$ cat src/rtl/uart_pkg.sv
// Shared definitions for the UART transmit scheduler.
// Holds the FSM encoding, frame-length constants and the pointer-width helper.
package uart_pkg;

    typedef enum logic [1:0] {
        IDLE  = 2'd0,
        START = 2'd1,
        DATA  = 2'd2,
        STOP  = 2'd3
    } tx_state_t;

    localparam int DATA_BITS = 8;
    localparam int STOP_BITS = 1;

    // Width of a requester index; at least one bit, even with a single requester.
    function automatic int ptr_w(input int n);
        return (n > 1) ? $clog2(n) : 1;
    endfunction

endpackage

$ cat src/rtl/rr_arb_lock.sv
// Round-robin one-hot grant over an eligibility vector.
// Search starts one past the pointer and wraps modulo N_REQ.
module rr_arb_lock #(
    parameter int N_REQ = 2,
    parameter int PW    = 1
) (
    input  logic [N_REQ-1:0] elig,
    input  logic [PW-1:0]    ptr,
    output logic [N_REQ-1:0] grant
);

    logic [PW-1:0] idx;
    logic          found;

    // First eligible requester after the pointer wins.
    always_comb begin
        grant = '0;
        found = 1'b0;
        idx   = '0;
        for (int i = 1; i <= N_REQ; i++) begin
            idx = PW'((int'(ptr) + i) % N_REQ);
            if (!found && elig[idx]) begin
                grant[idx] = 1'b1;
                found      = 1'b1;
            end
        end
    end

endmodule

$ cat src/rtl/uart_tx_sched.sv
// Shared 8N1 UART transmitter with round-robin requester arbitration.
// Owners may lock the line across bytes; bytes go out LSB first.
module uart_tx_sched
    import uart_pkg::*;
#(
    parameter int N_REQ = 2,
    parameter int DIV_W = 16
) (
    input  logic               clk,
    input  logic               rst_n,
    input  logic               enable,
    input  logic [DIV_W-1:0]   clkdiv,
    input  logic [N_REQ-1:0]   req_valid,
    input  logic [8*N_REQ-1:0] req_data,
    input  logic [N_REQ-1:0]   req_lock,
    output logic [N_REQ-1:0]   req_ready,
    output logic [N_REQ-1:0]   owner,
    output logic               tx,
    output logic               busy
);

    localparam int PW = ptr_w(N_REQ);

    tx_state_t        state;
    tx_state_t        state_nxt;
    logic [2:0]       bit_cnt;
    logic [2:0]       bit_nxt;
    logic [DIV_W-1:0] div_cnt;
    logic [DIV_W-1:0] div_nxt;
    logic [DIV_W-1:0] div_lat;
    logic [DIV_W-1:0] lat_nxt;
    logic [7:0]       shreg;
    logic [7:0]       sh_nxt;
    logic             tx_nxt;

    logic [PW-1:0]    rr_ptr;
    logic [PW-1:0]    win_idx;
    logic [7:0]       win_data;
    logic [N_REQ-1:0] elig;
    logic [N_REQ-1:0] grant;
    logic             locked;
    logic             div_zero;
    logic             window;
    logic             accept;

    assign div_zero = (div_cnt == '0);
    assign window   = (state == IDLE) ||
                      (state == STOP && div_zero &&
                       bit_cnt == 3'(STOP_BITS - 1));

    // A locking owner masks everyone else, even while it has nothing to send.
    assign locked = |(owner & req_lock);
    assign elig   = locked ? (owner & req_valid) : req_valid;

    rr_arb_lock #(
        .N_REQ (N_REQ),
        .PW    (PW)
    ) u_arb (
        .elig  (elig),
        .ptr   (rr_ptr),
        .grant (grant)
    );

    assign accept    = enable && window && (|grant);
    assign req_ready = accept ? grant : '0;
    assign busy      = (state != IDLE);

    // Winner index and its byte, selected from the one-hot grant.
    always_comb begin
        win_idx  = '0;
        win_data = '0;
        for (int j = 0; j < N_REQ; j++) begin
            if (grant[j]) begin
                win_idx  = PW'(j);
                win_data = req_data[8*j +: 8];
            end
        end
    end

    // Serialiser next-state: bit sequencing, divisor reload and accept restart.
    always_comb begin
        state_nxt = state;
        bit_nxt   = bit_cnt;
        div_nxt   = div_cnt;
        lat_nxt   = div_lat;
        sh_nxt    = shreg;
        unique case (state)
            IDLE: begin
            end
            START: begin
                if (div_zero) begin
                    state_nxt = DATA;
                    bit_nxt   = '0;
                    div_nxt   = div_lat;
                end else begin
                    div_nxt = div_cnt - DIV_W'(1);
                end
            end
            DATA: begin
                if (div_zero) begin
                    div_nxt = div_lat;
                    sh_nxt  = {1'b0, shreg[7:1]};
                    if (bit_cnt == 3'(DATA_BITS - 1)) begin
                        state_nxt = STOP;
                        bit_nxt   = '0;
                    end else begin
                        bit_nxt = bit_cnt + 3'd1;
                    end
                end else begin
                    div_nxt = div_cnt - DIV_W'(1);
                end
            end
            STOP: begin
                if (div_zero) begin
                    div_nxt = div_lat;
                    if (bit_cnt == 3'(STOP_BITS - 1)) begin
                        state_nxt = IDLE;
                    end else begin
                        bit_nxt = bit_cnt + 3'd1;
                    end
                end else begin
                    div_nxt = div_cnt - DIV_W'(1);
                end
            end
        endcase
        if (accept) begin
            state_nxt = START;
            bit_nxt   = '0;
            div_nxt   = clkdiv;
            lat_nxt   = clkdiv;
            sh_nxt    = win_data;
        end
    end

    // Line level for the next cycle, so the pad is driven from a flop.
    always_comb begin
        tx_nxt = 1'b1;
        unique case (state_nxt)
            START:   tx_nxt = 1'b0;
            DATA:    tx_nxt = sh_nxt[0];
            default: tx_nxt = 1'b1;
        endcase
    end

    // Serialiser state; reset drops any frame and idles the line at once.
    always_ff @(posedge clk or negedge rst_n) begin
        if (!rst_n) begin
            state   <= IDLE;
            bit_cnt <= '0;
            div_cnt <= '0;
            div_lat <= '0;
            shreg   <= '0;
            tx      <= 1'b1;
        end else begin
            state   <= state_nxt;
            bit_cnt <= bit_nxt;
            div_cnt <= div_nxt;
            div_lat <= lat_nxt;
            shreg   <= sh_nxt;
            tx      <= tx_nxt;
        end
    end

    // Ownership and round-robin pointer follow the last accepted requester.
    always_ff @(posedge clk or negedge rst_n) begin
        if (!rst_n) begin
            owner  <= '0;
            rr_ptr <= PW'(N_REQ - 1);
        end else if (accept) begin
            owner  <= grant;
            rr_ptr <= win_idx;
        end
    end

endmodule

$ cat config.mk
export PLATFORM = sky130hd
export DESIGN_NAME = uart_tx_sched
export DESIGN_NICKNAME = d
export VERILOG_FILES = /design/src/rtl/uart_pkg.sv /design/src/rtl/rr_arb_lock.sv /design/src/rtl/uart_tx_sched.sv
export SDC_FILE = /design/constraint.sdc
export NUM_CORES = 1
export LEC_CHECK = 0
export BUFFER_PORTS_ARGS = -buffer_cell sky130_fd_sc_hd__buf_2
export CAP_MARGIN = 10
export CORE_UTILIZATION = 41
export DETAILED_ROUTE_END_ITERATION = 16
export SETUP_SLACK_MARGIN = 0.05
export SLEW_MARGIN = 20
export SYNTH_ARGS = -nofsm -noshare
export SYNTH_HDL_FRONTEND = slang
export SYNTH_SLANG_ARGS = --single-unit
$ cat constraint.sdc
create_clock -name clk -period 4.1 [get_ports clk]
set_input_delay 0 -clock clk [delete_from_list [all_inputs] [get_ports clk]]
set_output_delay 0 -clock clk [all_outputs]
set_load 0.005 [all_outputs]
==> results summary <==
The total of fill cells in the finished design came out at ~700. The tool flagged a number of max-cap violations equal to 0. The port buffer count is 44. The clock tree from TritonCTS is done. The path class of the tightest hold or removal check is in2reg. The initial core utilization came out at between 40% and 50%. The number of rows created at floorplan came out at 30. The count of final max-slew check failures is 0. The design draws ~0.83 mW. The detailed-route via count is 2481. The number of top-level pins came out at between 40 and 50. The finished cells cover ~0.0034 mm². The total power per unit cell area is 242 mW/mm². By area the synthesized netlist is led by sky130_fd_sc_hd__dfrtp_1 (41%), sky130_fd_sc_hd__nand2_1 (8.6%), sky130_fd_sc_hd__mux2i_1 (4.6%), sky130_fd_sc_hd__ha_1 (3.9%), sky130_fd_sc_hd__a21oi_1 (3.9%). The top cell type by area accounts for between 40% and 50% of the synthesized area. The clock tree skew after final layout came out at approximately 0.0059 ns. The number of antenna violations at the first check in global routing is 0. Each instance of the synthesized netlist takes up on average ~9.0 µm².

The number of instances in the synthesized netlist came out at roughly 320. In this run, distinct cell masters in the synthesized netlist total 57. The final hold violation count came out at 0.

After global routing the overflow that remains totals 0. Clock latency on the worst-skew pair, taken at its later pin, is 0.30 ns. The run finished with clean final reports.

Once placement finished, the instance area stood at ~0.0031 mm². In this run, post-CTS repair resized a total of 0 instances. The total CTS buffers came out at 5. The total inserted antenna cells came out at 0. CTS placed an instance of sky130_fd_sc_hd__clkbuf_8 at the clock tree root. The worst setup path category is reg2out. The post-detailed-routing wire length is ~6.5 mm. Summing all multi-input logic gate instances after layout gives between 0.0015 and 0.002 mm². For this design the static power due to leakage is roughly 1.7 nW. The count of clock tree sinks is a little under 50. Synthesis produced a netlist with a net count of ~370. The detailed-route vias per instance is 5.36. Routability-driven placement finished with a final weighted congestion of approximately 0.79. Setup repair after global routing left no endpoint under its margin. The minimum clock period after layout came out at 3.00 ns.

The remaining routing DRC violations came out at 0. The data required time of the critical path came out at approximately 4.1 ns. The proportion of synthesized flip-flops having asynchronous set or reset is between 90% and 100%. The total negative slack for setup checks came out at 0 ns.

For this run, the top clock speed supported by timing is between 300 and 400 MHz. The register area came out at ~0.0012 mm². Entering global routing, the biggest net connects 50 pins. The average detailed-routed wire length per instance is 14.0 µm. Summed over all instances, the cell type with the most area after synthesis is sky130_fd_sc_hd__dfrtp_1. The signal arrival time at the worst endpoint is approximately 3 ns. The antenna violation net count after detailed routing came out at 0. For this run, the number of Yosys warnings is 0. The top flip-flop cell by instance count after synthesis is sky130_fd_sc_hd__dfrtp_1. The transition time at the pin with the least slew margin came out at ~0.86 ns. The detailed placer's ending HPWL is 4.57 mm. The remaining max-slew budget at the tightest pin is a little over two fifths. The startpoint identified for the worst register-to-register timing path is div_cnt[0].

The worst setup path is captured at an output pin. The via count of the first global-routing pass came out at 2466. For this run, the register share of the synthesized area comes to between 40 and 50%. The die width is about 85 µm. The count of nets after finishing came out at 430. The worst-case IR drop observed on VDD is 0.000130 V.

The highest fanout seen on the critical path came out at 15. The number of enable-type register cells in the synthesized netlist came out at 0. The ratio of cells with drive above 1 in the final layout is 17.8%. For this block, the initial DRC count from the detailed router was 170.

The area enclosed by the die boundary is between 0.007 and 0.008 mm². The worst-case hold slack is roughly 0.0099 ns. The final critical path takes up roughly three quarters of the cycle. After synthesis the netlist holds a flip-flop and latch count of a little under 50.

No sink is reached through more buffers than the 2 on the longest clock path. The height of the chip is ~85 µm. The startpoint identified for the worst hold timing path is req_data[9]. STA classifies the critical path startpoint as a flop. The critical path startpoint is div_cnt[0]. The first global-routing pass estimated ~11 mm of wire. From synthesis to final layout, the design area changed by 20.8%. The total of endpoints with negative setup slack in the final report is 0. Across every metal layer, demand over resource in global routing totals about a fifth. For this run, the detailed router's first-pass iteration total came to 4. The number of levels the H-tree was split into is 2.

The floorplan core area is about 0.0068 mm². The cell area after synthesis came out at between 0.002 and 0.003 mm². The CTS clock-pin slew for the worst setup and hold paths is about 0.09 ns.
## stage by stage
stage	setup slack [ns]	utilization [%]	instances
after floorplan	1.96	-	318
final	1.10	51.0	463
after global placement	1.44	46.4	432
after CTS	1.06	51.0	463
after global routing	0.854	51.0	463
after detailed placement	1.34	46.4	432
## routing by layer
metal / vias up / share of wire [%] / global-route usage [%]
li1: 1265 / - / -
met1: 1184 / 49 / 26.8
met2: 28 / 48 / 33.4
met3: 4 / 2.4 / 2.92
met4: 0 / 0.79 / 4.85
met5: - / 0 / 0
## layout by cell type, fill, tap and decap left out, drive strengths merged, types with 2 or more instances in the layout
cell type / count
a221oi: 7
inv: 11
o22a: 2
xor2: 4
mux2i: 13
nand4: 4
o22ai: 7
xnor2: 4
a211oi: 3
or4: 2
nand3b: 3
dfstp: 2
nor2b: 2
mux2: 2
or3: 2
a2111oi: 2
a21oi: 23
dfrtp: 47
nand2: 66
a21boi: 2
o21ai: 20
a22oi: 2
nor2: 25
nor4: 3
nand4b: 2
o21a: 3
and2: 3
nor3: 4
dlygate4sd3: 23
clkbuf: 7
a2bb2oi: 2
o211ai: 3
ha: 9
nand3: 7
buf: 49
## cells in the mapped netlist, types with 6 or more instances
library cell	number
sky130_fd_sc_hd__o21ai_0	17
sky130_fd_sc_hd__ha_1	9
sky130_fd_sc_hd__clkbuf_1	6
sky130_fd_sc_hd__a21oi_1	22
sky130_fd_sc_hd__mux2i_1	13
sky130_fd_sc_hd__nand3_1	7
sky130_fd_sc_hd__inv_1	11
sky130_fd_sc_hd__dfrtp_1	47
sky130_fd_sc_hd__a221oi_1	7
sky130_fd_sc_hd__o22ai_1	7
sky130_fd_sc_hd__nor2_1	25
sky130_fd_sc_hd__nand2_1	65
## what timing repair did
action                     in CTS  in global routing
buffers inserted                0                  0
hold buffers                   23                  0
setup endpoints to repair       0                  0
hold endpoints to repair       73                  0
## worst max-delay path: stages (launching register included)
cell	delay, ns
sky130_fd_sc_hd__dfrtp_1	0.42
sky130_fd_sc_hd__inv_1	0.09
sky130_fd_sc_hd__ha_1	0.36
sky130_fd_sc_hd__nor3b_1	0.28
sky130_fd_sc_hd__nand4_1	0.21
sky130_fd_sc_hd__nor2_1	0.30
sky130_fd_sc_hd__o21a_1	0.43
sky130_fd_sc_hd__buf_4	0.30
sky130_fd_sc_hd__nand2_1	0.13
sky130_fd_sc_hd__inv_1	0.09
sky130_fd_sc_hd__buf_2	0.11
## worst paths after layout
| path | slack [ns] | depth (start not counted) | endpoint |
|---|---|---|---|
| setup reg to reg | 1.11 | 9 | shreg[0] |
| max in group asynchronous | 3.33 | 3 | shreg[1] |
| min in group asynchronous | 0.33 | 3 | div_lat[4] |
| setup / recovery | 1.10 | 10 | req_ready[1] |
| hold reg to reg | 0.47 | 2 | rr_ptr |
| hold / removal | 0.01 | 3 | shreg[1] |
## state kept, by name, summed over array words and instances, names as in the netlist
name / cells
div_lat: 16
state: 2
tx: 1
shreg: 8
div_cnt: 16
rr_ptr: 1
bit_cnt: 3
owner: 2
## kinds of logic (layout without fill, tap and decap cells)
| group | Yosys count | count (layout) | share of synthesized area (%) |
|---|---|---|---|
| and+or+nand+nor | 128 | 128 | 21.6 |
| AOI/OAI and AO/OA | 83 | 83 | 19.0 |
| DFF | 49 | 49 | 43.1 |
| buffers and inverters | 26 | 91 | 4.56 |
| muxes | 15 | 15 | 5.35 |
| adders and majority gates | 9 | 9 | 3.95 |
| xor gates and xnor gates | 8 | 8 | 2.46 |
## report_power, final
| part | switching (mW) | total [mW] | internal [mW] |
|---|---|---|---|
| Clock | 0.159 | 0.280 | 0.121 |
| Sequential | 0.00500 | 0.490 | 0.485 |
| Combinational | 0.0300 | 0.0647 | 0.0347 |
| Total | 0.194 | 0.835 | 0.641 |
## final cells by class
type                            instances  area share, %
Clock buffer                            7           2.21
Clock inverter                          1          0.218
Inverter                               11           1.20
Multi-Input combinational cell        243           43.6
Sequential cell                        49           35.7
Tap cell                               80           2.90
Timing Repair Buffer                   72           14.2
Note: power is estimated with default switching activity, not from simulation.
